==> src/rtl/jesd204_pkg.sv <==
// Shared constants, types and helpers for the JESD204B receive descrambler.
// The self-synchronising polynomial is 1 + x^14 + x^15.
package jesd204_pkg;

    localparam int          SCR_W    = 15;
    localparam logic [14:0] SCR_SEED = 15'h7FFF;
    localparam int          TAP_A    = 14;
    localparam int          TAP_B    = 15;

    typedef enum logic {
        UNSYNC = 1'b0,
        SYNCED = 1'b1
    } sync_state_e;

    // Reverses the octet order so that the first line bit lands in bit 31.
    function automatic logic [31:0] octet_swap(input logic [31:0] w);
        return {w[7:0], w[15:8], w[23:16], w[31:24]};
    endfunction

endpackage

==> src/rtl/jesd204_descramble_core.sv <==
// Purely combinational 32-bit parallel descrambler slice: maps the 15-bit line
// history and one swizzled word to the recovered word and the next history.
module jesd204_descramble_core
    import jesd204_pkg::*;
(
    input  logic [SCR_W-1:0] state_i,
    input  logic [31:0]      sw_i,
    output logic [31:0]      d_o,
    output logic [SCR_W-1:0] next_state_o
);

    logic [SCR_W+31:0] full;

    assign full = {state_i, sw_i};

    // Higher indices of full are older line bits, so full[i+14] and full[i+15]
    // are the bits sent 14 and 15 positions before sw_i[i].
    always_comb begin
        d_o = '0;
        for (int i = 0; i < 32; i++) begin
            d_o[i] = full[i + TAP_B] ^ full[i + TAP_A] ^ sw_i[i];
        end
    end

    assign next_state_o = sw_i[SCR_W-1:0];

endmodule

==> src/rtl/jesd204_rx_descrambler.sv <==
// Single-lane JESD204B receive descrambler with a registered valid/ready output
// stage, descrambler-sync tracking and an all-zero payload checker.
module jesd204_rx_descrambler
    import jesd204_pkg::*;
#(
    parameter int ERR_CNT_WIDTH = 16
) (
    input  logic                     clk,
    input  logic                     rst_n,
    input  logic                     enable,
    input  logic                     check_en,
    input  logic                     clear_err,
    input  logic                     s_valid,
    output logic                     s_ready,
    input  logic [31:0]              s_data,
    output logic                     m_valid,
    input  logic                     m_ready,
    output logic [31:0]              m_data,
    output logic                     m_synced,
    output logic [ERR_CNT_WIDTH-1:0] err_count,
    output logic                     err_flag
);

    logic [SCR_W-1:0]         state_q;
    logic [SCR_W-1:0]         state_d;
    sync_state_e              sync_q;
    logic                     m_valid_q;
    logic [31:0]              m_data_q;
    logic [31:0]              m_data_d;
    logic                     m_synced_q;
    logic [ERR_CNT_WIDTH-1:0] err_count_q;
    logic [ERR_CNT_WIDTH-1:0] err_count_d;
    logic                     err_flag_q;
    logic                     err_flag_d;

    logic        in_fire;
    logic        out_fire;
    logic        mismatch;
    logic [31:0] sw;
    logic [31:0] d;

    assign s_ready  = !m_valid_q || m_ready;
    assign in_fire  = s_valid && s_ready;
    assign out_fire = m_valid_q && m_ready;

    assign sw = octet_swap(s_data);

    jesd204_descramble_core u_core (
        .state_i      (state_q),
        .sw_i         (sw),
        .d_o          (d),
        .next_state_o (state_d)
    );

    assign m_data_d = enable ? octet_swap(d) : s_data;

    // History advances on every accepted word, even in bypass.
    // NOTE: every register below uses non-blocking assignment so all state
    // updates see the pre-edge values and simulation matches the netlist.
    always_ff @(posedge clk or negedge rst_n) begin
        if (!rst_n) begin
            state_q    <= SCR_SEED;
            m_valid_q  <= 1'b0;
            m_data_q   <= '0;
            m_synced_q <= 1'b0;
        end else if (in_fire) begin
            state_q    <= state_d;
            m_valid_q  <= 1'b1;
            m_data_q   <= m_data_d;
            m_synced_q <= enable && (sync_q == SYNCED);
        end else if (m_ready) begin
            m_valid_q  <= 1'b0;
        end
    end

    always_ff @(posedge clk or negedge rst_n) begin
        if (!rst_n) begin
            sync_q <= UNSYNC;
        end else begin
            case (sync_q)
                UNSYNC:  if (enable && in_fire) sync_q <= SYNCED;
                SYNCED:  if (!enable)           sync_q <= UNSYNC;
                default:                        sync_q <= UNSYNC;
            endcase
        end
    end

    assign mismatch = out_fire && check_en && m_synced_q && (m_data_q != '0);

    // NOTE: defaults first so no path through this block leaves a value unassigned
    // and no latch is inferred.
    always_comb begin
        err_count_d = err_count_q;
        err_flag_d  = err_flag_q;
        if (clear_err) begin
            err_count_d = '0;
            err_flag_d  = 1'b0;
        end else if (mismatch) begin
            err_flag_d = 1'b1;
            if (err_count_q != {ERR_CNT_WIDTH{1'b1}}) begin
                err_count_d = err_count_q + ERR_CNT_WIDTH'(1);
            end
        end
    end

    always_ff @(posedge clk or negedge rst_n) begin
        if (!rst_n) begin
            err_count_q <= '0;
            err_flag_q  <= 1'b0;
        end else begin
            err_count_q <= err_count_d;
            err_flag_q  <= err_flag_d;
        end
    end

    assign m_valid   = m_valid_q;
    assign m_data    = m_data_q;
    assign m_synced  = m_synced_q;
    assign err_count = err_count_q;
    assign err_flag  = err_flag_q;

endmodule

==> config.mk <==
export PLATFORM = sky130hd
export DESIGN_NAME = jesd204_rx_descrambler
export DESIGN_NICKNAME = d
export VERILOG_FILES = /design/src/rtl/jesd204_pkg.sv /design/src/rtl/jesd204_descramble_core.sv /design/src/rtl/jesd204_rx_descrambler.sv
export SDC_FILE = /design/constraint.sdc
export NUM_CORES = 1
export LEC_CHECK = 0
export ABC_AREA = 1
export BUFFER_PORTS_ARGS = -buffer_cell sky130_fd_sc_hd__clkbuf_2
export CAP_MARGIN = 20
export CELL_PAD_IN_SITES_DETAIL_PLACEMENT = 0
export CELL_PAD_IN_SITES_GLOBAL_PLACEMENT = 2
export CORE_ASPECT_RATIO = 0.8
export CORE_MARGIN = 5
export CORE_UTILIZATION = 30
export DETAILED_ROUTE_END_ITERATION = 12
export PLACE_DENSITY = 0.81
export SLEW_MARGIN = 20
export SYNTH_ARGS = -nofsm -noshare
export SYNTH_HDL_FRONTEND = slang
export SYNTH_SLANG_ARGS = --single-unit
==> constraint.sdc <==
create_clock -name clk -period 1.8 [get_ports clk]
set_clock_uncertainty 0.1 [all_clocks]
set_input_delay 0.27 -clock clk [delete_from_list [all_inputs] [get_ports clk]]
set_output_delay 0.27 -clock clk [all_outputs]
set_load 0.03 [all_outputs]
## Yosys cells after proc, flatten, opt, wreduce, memory -nomap -nowiden

Cells that the tools add are included.

- Register bits after elaboration: 67
- Bits of input ports: 39
- Word-level logic and storage cells: 99

- $add $sub $neg: 1
- Eq/ne operators: 1
- Multiplexer cells: 11
- Bitwise operators: 65
- Reductions and logical operators: 14

Operator list:

| kind | number |
|---|---|
| 1-bit XOR | 64 |
| 16-bit two-way mux | 3 |
| 32-bit two-way mux | 1 |
| 32-bit nonzero test | 1 |
| 16-bit by 1-bit adder with 16-bit output, second input constant | 1 |
| 16-bit inequality test, second input constant | 1 |
| 1-bit logical AND | 7 |
| 1-bit two-way mux | 6 |
| 2-bit nonzero test | 3 |
| 1-bit one-hot mux with 2 select lines | 1 |
| 2-bit AND reduction | 1 |
| 1-bit zero test | 1 |
| 1-bit logical OR | 1 |
| 1-bit inverter | 1 |

## Longest topological paths before layout

Gate-level depths: netlist of the first run.

- Word-level depth: 6
- Depth in mapped cells: 10
- Depth with buffers taken out: 9

## Modules after synthesis

A second synthesis of the first run with hierarchy kept.

- Cells, all modules: 741
- Area total of the unflattened synthesis: 4677.0 µm²

Modules (own cells, without submodules):

| module | times used | cells each | area an instance (µm²) |
|---|---|---|---|
| jesd204_rx_descrambler | 1 | 487 | 3627.2 |
| jesd204_descramble_core | 1 | 254 | 1049.8 |

## Worst setup path before layout of the first run

No wires, ideal clock.

- Path type: register to register
- From: register m_valid_q (netlist: m_valid)
- To: register m_data_q[10] (netlist: m_data[10])
- Data arrival time: 1.602 ns
- Setup slack: 0.016 ns
- Stages on the path, launching flop included: 7
- Clock period less this slack: 1.784 ns
- Path through: dfrtp_1 > nand2_1 > nand2_1 > buf_2 > buf_1 > nand2_1 > o21ai_0

- Longest elaborated chain between the ends: 3

Ends and longest elaborated chain:

| element | line | RTL |
|---|---|---|
| start: declaration | jesd204_rx_descrambler.sv:27 | `logic m_valid_q;` |
| start signal: assignment | jesd204_rx_descrambler.sv:63 | `m_valid_q <= 1'b0;` |
| start signal: assignment | jesd204_rx_descrambler.sv:68 | `m_valid_q <= 1'b1;` |
| start signal: assignment | jesd204_rx_descrambler.sv:72 | `m_valid_q <= 1'b0;` |
| 1-bit zero test | jesd204_rx_descrambler.sv:42 | `assign s_ready = !m_valid_q \|\| m_ready;` |
| 1-bit logical OR | jesd204_rx_descrambler.sv:42 |  |
| net s_ready | jesd204_rx_descrambler.sv:14 | `output logic s_ready,` |
| 1-bit logical AND | jesd204_rx_descrambler.sv:43 | `assign in_fire = s_valid && s_ready;` |
| end signal: assignment | jesd204_rx_descrambler.sv:69 | `m_data_q <= m_data_d;` |
| end: declaration | jesd204_rx_descrambler.sv:28 | `logic [31:0] m_data_q;` |

The timed path passes the listed nets, and every way through them passes these cells.
A chain may end at the register's enable or synchronous reset.

## Worst setup path in the final report of the first run

- From: register err_count_q[1] (netlist: err_count[1])
- To: register err_count_q[12] (netlist: err_count[12])

- Longest elaborated chain between the ends: 4

Ends and longest elaborated chain:

| element | line | RTL |
|---|---|---|
| start: declaration | jesd204_rx_descrambler.sv:31 | `logic [ERR_CNT_WIDTH-1:0] err_count_q;` |
| start signal: assignment | jesd204_rx_descrambler.sv:111 | `err_count_q <= err_count_d;` |
| 16-bit by 1-bit adder with 16-bit output | jesd204_rx_descrambler.sv:101 | `err_count_d = err_count_q + ERR_CNT_WIDTH'(1);` |
| 16-bit two-way mux | jesd204_rx_descrambler.sv:100 | `if (err_count_q != {ERR_CNT_WIDTH{1'b1}}) begin` |
| 16-bit two-way mux | jesd204_rx_descrambler.sv:98 | `end else if (mismatch) begin` |
| 16-bit two-way mux | jesd204_rx_descrambler.sv:95 | `if (clear_err) begin` |

Several ways; a longest one is shown, not always the timed one. The select of a mux whose other input is x is not followed.

==> flow_summary.ini, run 1 <==
[critical_path]
signal_arrival_time_at_the_worst_endpoint_ps = 1790
worst-path-max-fanout = 16
critical_path.endpoint = err_count[12]$_DFFE_PN0P_
required_time_of_the_critical_path_ps = 1970
critical_path.startpoint_type = register
ff2ff_path_depth = 7
worstReg2RegEnd = err_count[12]$_DFFE_PN0P_
ff2ff_setup_slack_ps = 170
startpoint = err_count[1]$_DFFE_PN0P_
launch_point_of_the_worst_reg_to_reg_path = err_count[1]$_DFFE_PN0P_
critical_path_sink_type = register
setup.worst_path.class = reg -> reg

[finish]
mostFrequentLayoutCells = nand2_1 (148), clkbuf_2 (89), nor2_1 (64), dfrtp_1 (52), o21ai_0 (46)
fin_nets = 642
final_common_cell = nand2_1
area.growth.synth_to_final_pct = 27.58
antennaDiodeCount = 0
final_layout_size_suffix_gt1_share_pct = 24.88
fillerInstances = 1309

[grt]
grt.overflow.total = 0
grt_use_total_pct = 16.11
grt_start_max_net_pins = 58
number_of_antenna_violations_at_the_first_check_in_global_routing = 0
global_route_wire_length_before_repair_mm = 19.19
number_of_global_route_vias_before_repair = 3680

[synthesis]
synth_largest_type_area_fraction_pct = 34.27
synth.yosys.seq_area_share_pct = 44.65
synth.area.top_cells = dfrtp_1 (34%), nand2_1 (15%), dfstp_2 (10%)
net_count_after_synthesis = 539
seq_cells_post_synth = 67
synth_area_sq_um = 3797
synthCells = 499
mean_syn_cell_area_sq_um = 7.610
yosys_warnings = 0
synth.distinct_cells = 29
cell_type_with_the_highest_aggregate_area_in_the_netlist = dfrtp_1

[detailed_routing]
drt-vias-per-instance = 4.749
postRouteAntennaNets = 0
wl_mm = 11.70
drt_pass1_iterations = 4
detail_route.iter0.violations = 226
routedWlPerCell_um = 15.04
dr_total_vias = 3695
route.detailed.drc = 0

[clock_tree]
clk_latency_ps = 330
numCtsBuffers = 9
clockRootBuffer = clkbuf_16
clk_pin_slew_ps = 50
clock_tree.buffer_depth = 2
clock_sinks = 67
cts_tree = yes
cts.htree.levels = 3

[die]
core-area_sq_um = 12300
initial_util_pct = 30.88
top_level_ports = 91
die_w_um = 135.8
die_h_um = 110.6
area_of_the_die_sq_um = 15020
core.rowCount = 36

[timing]
finalSetupTns_ps = 0
final_worst_path_period_share_pct = 90.43
maxClockFrequency_ghz = 0.6143
unrepaired_setup_endpoints_after_global_routing = no
slew_headroom_pct = 68.62
finalCriticalPeriod_ps = 1628
timing_hold_violations_final = 0
timing.final.setup_violations = 0
worst-slew-pin-transition_ps = 467.8
finalMaxSlewViolations = 0
worst_slack_ps = 172.2

[placement]
port_buffers = 90
place_ws_ps = 30.13
place.detailed.hpwl_mm = 8.753
gp_routability_congestion = 0.7939

[power_and_ir_drop]
sequentialPowerShare_pct = 40.8
power.share.switching_pct = 33.73
power_density_nw_per_um2 = 972.8
clkPwrFrac_pct = 35.7
switchingPower_mw = 1.590
power.combinational.fraction_pct = 23.5
power_leakage_nw = 2.367
p_int_mw = 3.123
ir_drop_mv = 0.4709

[job]
max_cap_viol_count = 0

[worst_hold_path]
worstHoldPathType = in -> reg

[run_status]
run_status = finished clean
-- kinds of logic after synthesis --
family	synth area share, %
AO/OA/AOI/OAI	14.30
XOR/XNOR	5.535
adder cells (fa/ha/maj)	0.3294
buffers and inverters	3.888
flip-flops	44.65
AND/OR/NAND/NOR	31.30
-- flip-flops by register name (all words and copies together) (netlist names) --
register	count
sync_q	1
err_count	16
m_valid	1
m_data	32
m_synced	1
err_flag	1
state_q	15
-- synth_stat cells --
| cell type | instances |
|---|---|
| ha_1 | 1 |
| nor3_1 | 1 |
| nor3_2 | 1 |
| o211ai_1 | 15 |
| buf_1 | 1 |
| o21a_1 | 4 |
| clkinv_1 | 1 |
| dfrtp_1 | 52 |
| inv_1 | 17 |
| nor2_4 | 3 |
| dfstp_2 | 15 |
| buf_6 | 1 |
| clkbuf_1 | 8 |
| nand4_1 | 10 |
| nand2_1 | 151 |
| xnor2_1 | 1 |
| nand3_1 | 36 |
| and2_0 | 1 |
| xor2_1 | 23 |
| nor2_1 | 66 |
| buf_2 | 7 |
| nand3_4 | 1 |
| and2_1 | 1 |
| nand4_4 | 2 |
| o21bai_1 | 2 |
| o21ai_0 | 47 |
| nand3_2 | 1 |
| o21ai_1 | 1 |
| a21oi_1 | 29 |
-- cell type report --
class / count / area (sq um) / area share [%]
Multi-Input combinational cell: 398 / 1983 / 40.93
Sequential cell: 67 / 1695 / 34.99
Timing Repair Buffer: 108 / 600.6 / 12.40
Clock buffer: 14 / 274.0 / 5.656
Tap cell: 171 / 214.0 / 4.416
Inverter: 18 / 67.56 / 1.395
Clock inverter: 2 / 10.01 / 0.2066
-- power groups by stage --
| stage | Clock, mW | Sequential, mW | Combinational, mW |
|---|---|---|---|
| 2_1_floorplan | 0 | 2.19 | 0.415 |
| 5_1_grt | 1.79 | 1.95 | 1.23 |
| 4_1_cts | 1.73 | 1.92 | 1.13 |
| 3_3_place_gp | 0 | 1.94 | 1.11 |
| 3_5_place_dp | 0 | 1.95 | 1.12 |
| 6_report | 1.68 | 1.92 | 1.11 |
-- how the worst min path moves through the flow --
stage / startpoint / end / slack [ps] / cells after the start
2_1_floorplan: rst_n / err_count[0]$_DFFE_PN0P_ / -130 / 0
3_3_place_gp: rst_n / m_data[30]$_DFFE_PN0P_ / 70 / 1
3_5_place_dp: rst_n / m_data[31]$_DFFE_PN0P_ / 70 / 1
4_1_cts: s_data[28] / state_q[4]$_DFFE_PN1P_ / 50 / 3
5_1_grt: s_data[16] / state_q[8]$_DFFE_PN1P_ / 70 / 3
6_report: s_data[28] / state_q[4]$_DFFE_PN1P_ / 60 / 3
-- metal layers --
layer / part of all wire [%] / GRT usage [%]
met1: 50 / 23.16
met2: 43 / 23.87
met3: 5.4 / 4.000
met4: 1.4 / 4.701
met5: 0 / 0
-- worst max-delay path, cell delays in order, from the launching register on --
cell and delay (ps):
dfrtp_1 390, ha_1 210, nand2_2 110, nor2_4 170, nand4_4 140, nand3_4 230
nand3_1 110, nand2_1 80
-- what timing repair did --
action | in CTS | in global routing
hold endpoints to repair | 10 | 0
hold buffers | 1 | 0
endpoints found under the setup margin | 0 | 16
setup buffers | 0 | 2
resized for setup | 0 | 8
-- stage by stage --
step	hold WS, ps	area (sq um)	cells	power, mW	utilization (%)
floorplan	-125.6	3797	499	2.608	-
global placement	74.05	4509	758	3.050	36.67
detailed placement	74.04	4509	758	3.065	36.67
CTS	48.50	4803	775	4.781	39.06
global route	68.71	4845	778	4.979	39.40
finish	57.16	4845	778	4.713	39.40
Power figures use the tool's default switching activity.
==> run 2: changes to the inputs <==
CELL_PAD_IN_SITES_GLOBAL_PLACEMENT = 1   (was 2)
CORE_UTILIZATION = 39   (was 30)
PLACE_DENSITY = 0.83   (was 0.81)
SYNTH_HIERARCHICAL = 1   (was not set)
==> run 2 against run 1 <==
  * Register-to-register slack worse by 60 ps
  * Utilization is 8.6 points higher
  * Sequential share of layout area is 4.7 points lower
  * Count of clock-buffer cells in the layout is 3 lower
  * Via count is 27% higher
  * Area after synthesis is 23% higher
  * Cell count is 25% higher
  * Maximum frequency is 3.4% lower
  * Global-route usage is 2.3 points higher
  * Hold slack worse by 7.0 ps
  * Critical endpoint is now err_count[14]$_DFFE_PN0P_
  * Highest routed layer unchanged
==> flow_summary.ini, run 2 <==
[critical_path]
critPathSlowestCell = dfrtp_1
startpoint = err_count[0]$_DFFE_PN0P_
ff2ff_path_depth = 7
ff2ff_setup_slack_ps = 120
critical_path.endpoint = err_count[14]$_DFFE_PN0P_
number_of_buffer_and_inverter_stages_on_the_critical_path = 0
required_time_of_the_critical_path_ps = 1980
launch_point_of_the_worst_reg_to_reg_path = err_count[0]$_DFFE_PN0P_
path_delay_family = simple AND/OR/NAND/NOR gates
critical-path-max-stage-delay_ps = 410
worstReg2RegEnd = err_count[14]$_DFFE_PN0P_
worst-path-max-fanout = 8
setup.worst_path.class = reg -> reg
critical_path_sink_type = register
critical_path.startpoint_type = register
signal_arrival_time_at_the_worst_endpoint_ps = 1860
critical_path_cell_count = 7
worstPathCellList = ha_1 > nand2_2 > nor2_4 > nand4_4 > nand3_4 > nand3_1 > nand2_1

[clock_tree]
cts.htree.levels = 3
cts_tree = yes
clock_tree.buffer_depth = 2
clock_sinks = 67
numCtsBuffers = 9
clk_pin_slew_ps = 60
post-cts-setup-buffer-count = 0
clockRootBuffer = clkbuf_16
clk_latency_ps = 340

[finish]
layout.core_utilization_pct = 48.03
mostFrequentLayoutCells = nand2_1 (326), inv_1 (89), clkbuf_2 (89), o21ai_0 (63), nand3_1 (56)
area.growth.synth_to_final_pct = 19.64
final_layout_size_suffix_gt1_share_pct = 19.49
final_common_cell = nand2_1
finish.cell_count_without_fillers = 969
finalInstanceArea_sq_um = 5595
antennaDiodeCount = 0
fin_nets = 856
max_ffs_per_register = 32

[synthesis]
mean_syn_cell_area_sq_um = 6.312
net_count_after_synthesis = 781
ys.flop_type = dfrtp_1
cell_type_with_the_highest_aggregate_area_in_the_netlist = dfrtp_1
seq_cells_post_synth = 67
yosysMostFrequentCell = nand2_1
synth.yosys.seq_area_share_pct = 36.25
yosys_warnings = 6
number_of_enable_type_register_cells_in_the_synthesized_netlist = 0
synthCells = 741
synth_area_sq_um = 4677
asyncSetResetFlopFracSynth_pct = 100.0
synth.distinct_cells = 33
synth.area.top_cells = dfrtp_1 (28%), nand2_1 (26%), dfstp_2 (8.4%)
synth.cells.most_frequent = nand2_1 (328), inv_1 (89), o21ai_0 (64)
synth_largest_type_area_fraction_pct = 27.82

[detailed_routing]
routedWlPerCell_um = 13.33
detail_route.iter0.violations = 291
postRouteAntennaNets = 0
drt_pass1_iterations = 4
dr_total_vias = 4685
drt-vias-per-instance = 4.835
wl_mm = 12.92
route.detailed.drc = 0

[worst_hold_path]
worstHoldPathType = in -> reg
worst_hold_path.num_cells = 3

[timing]
slew_headroom_pct = 73.04
worst-slew-pin-transition_ps = 403.9
timing_hold_violations_final = 0
finalSetupTns_ps = 0
finalMaxSlewViolations = 0
finalCriticalPeriod_ps = 1685
timing.final.setup_violations = 0
maxClockFrequency_ghz = 0.5935
final_worst_path_period_share_pct = 93.60

[placement]
port_buffers = 90
dpl-instance-area_sq_um = 5195
gp_routability_congestion = 0.8573
place.detailed.hpwl_mm = 9.311
dp.cells = 951

[run_status]
run_status = finished clean

[grt]
global_route_wire_length_before_repair_mm = 21.43
number_of_antenna_violations_at_the_first_check_in_global_routing = 0
grt_start_max_net_pins = 75
grt_use_total_pct = 18.39
grt.overflow.total = 0
number_of_global_route_vias_before_repair = 4327

[die]
die_w_um = 132.4
area_of_the_die_sq_um = 14300
die_h_um = 108.0
core-area_sq_um = 11650
top_level_ports = 91
core.rowCount = 35
initial_util_pct = 40.15

[power_and_ir_drop]
power_density_nw_per_um2 = 935.4
power_leakage_nw = 3.185
totalPowerFinal_mw = 5.234
ir_drop_mv = 0.5219

[job]
max_cap_viol_count = 0
run 2: changes by cell type in the layout (fill, tap and decap cells not counted), sizes merged, moves of 4 or more:
cell | previous run | this run
o21a | 4 | 0
nand2 | 152 | 329
nor2 | 69 | 49
nand3 | 38 | 66
inv | 17 | 98
xor2 | 23 | 5
a21oi | 29 | 1
o211ai | 15 | 4
o21ai | 48 | 64
buf | 18 | 9
run 2: per-stage QoR:
| stage | setup slack, ps | hold slack, ps |
|---|---|---|
| 3_5_place_dp | 52.42 | 228.5 |
| 5_1_grt | -23.50 | 55.57 |
| 3_3_place_gp | 89.26 | 225.3 |
| 2_1_floorplan | 7.562 | -125.6 |
| 4_1_cts | 38.66 | 40.40 |
| 6_report | 115.1 | 50.13 |
run 2: logic make-up (layout without fill, tap and decap cells):
logic type / Yosys count / count (layout) / share of synthesized area [%]
buffers and inverters: 135 / 214 / 12.60
adder cells (fa/ha/maj): 1 / 1 / 0.2675
XOR/XNOR: 6 / 6 / 1.124
AND/OR/NAND/NOR: 461 / 462 / 41.81
flip-flops: 67 / 67 / 36.25
AO/OA/AOI/OAI: 71 / 71 / 7.946
run 2: what timing repair did:
item                                    4_1_cts  5_1_grt
resized for setup                             0        9
endpoints found under the setup margin        0       17
hold buffers                                  1        0
hold endpoints to repair                     52        0
run 2: how the worst min path moves through the flow:
stage | startpoint | slack [ps] | endpoint
final | s_data[24] | 50 | state_q[0]$_DFFE_PN1P_
after floorplan | rst_n | -130 | err_count[0]$_DFFE_PN0P_
after global routing | s_data[24] | 60 | state_q[0]$_DFFE_PN1P_
after CTS | s_data[24] | 40 | state_q[0]$_DFFE_PN1P_
after detailed placement | rst_n | 230 | m_data[0]$_DFFE_PN0P_
after global placement | rst_n | 230 | m_data[3]$_DFFE_PN0P_
run 2: report_power, final:
part	internal (mW)	switching, mW	total [mW]	leakage [nW]
combinational	0.394	0.887	1.28	2.19
sequential	1.72	0.170	1.89	0.821
clock	1.39	0.672	2.06	0.169
total	3.50	1.73	5.23	3.19
run 2: final cells by class:
| cell class | instances | area [sq um] |
|---|---|---|
| clock buffer | 11 | 242.7 |
| clock inverter | 5 | 100.1 |
| fill | 1209 | 6053 |
| inverter | 99 | 371.6 |
| multi-input combinational | 540 | 2442 |
| sequential | 67 | 1695 |
| tap | 148 | 185.2 |
| timing repair buffer | 99 | 558.0 |
run 2: layer usage:
| layer | GRT usage, % | part of all wire [%] | wire length [um] |
|---|---|---|---|
| met1 | 25.28 | 48 | 6262 |
| met2 | 28.73 | 44 | 5680 |
| met4 | 4.080 | 1.2 | 161 |
| met5 | 0 | 0 | 0 |
| met3 | 5.581 | 6.3 | 813 |
run 2: worst register-to-register path, delay by kind of cell (launching register included):
family	cells	cell delay (ps)
flops	1	410
fa+ha+maj	1	220
simple gates	6	900
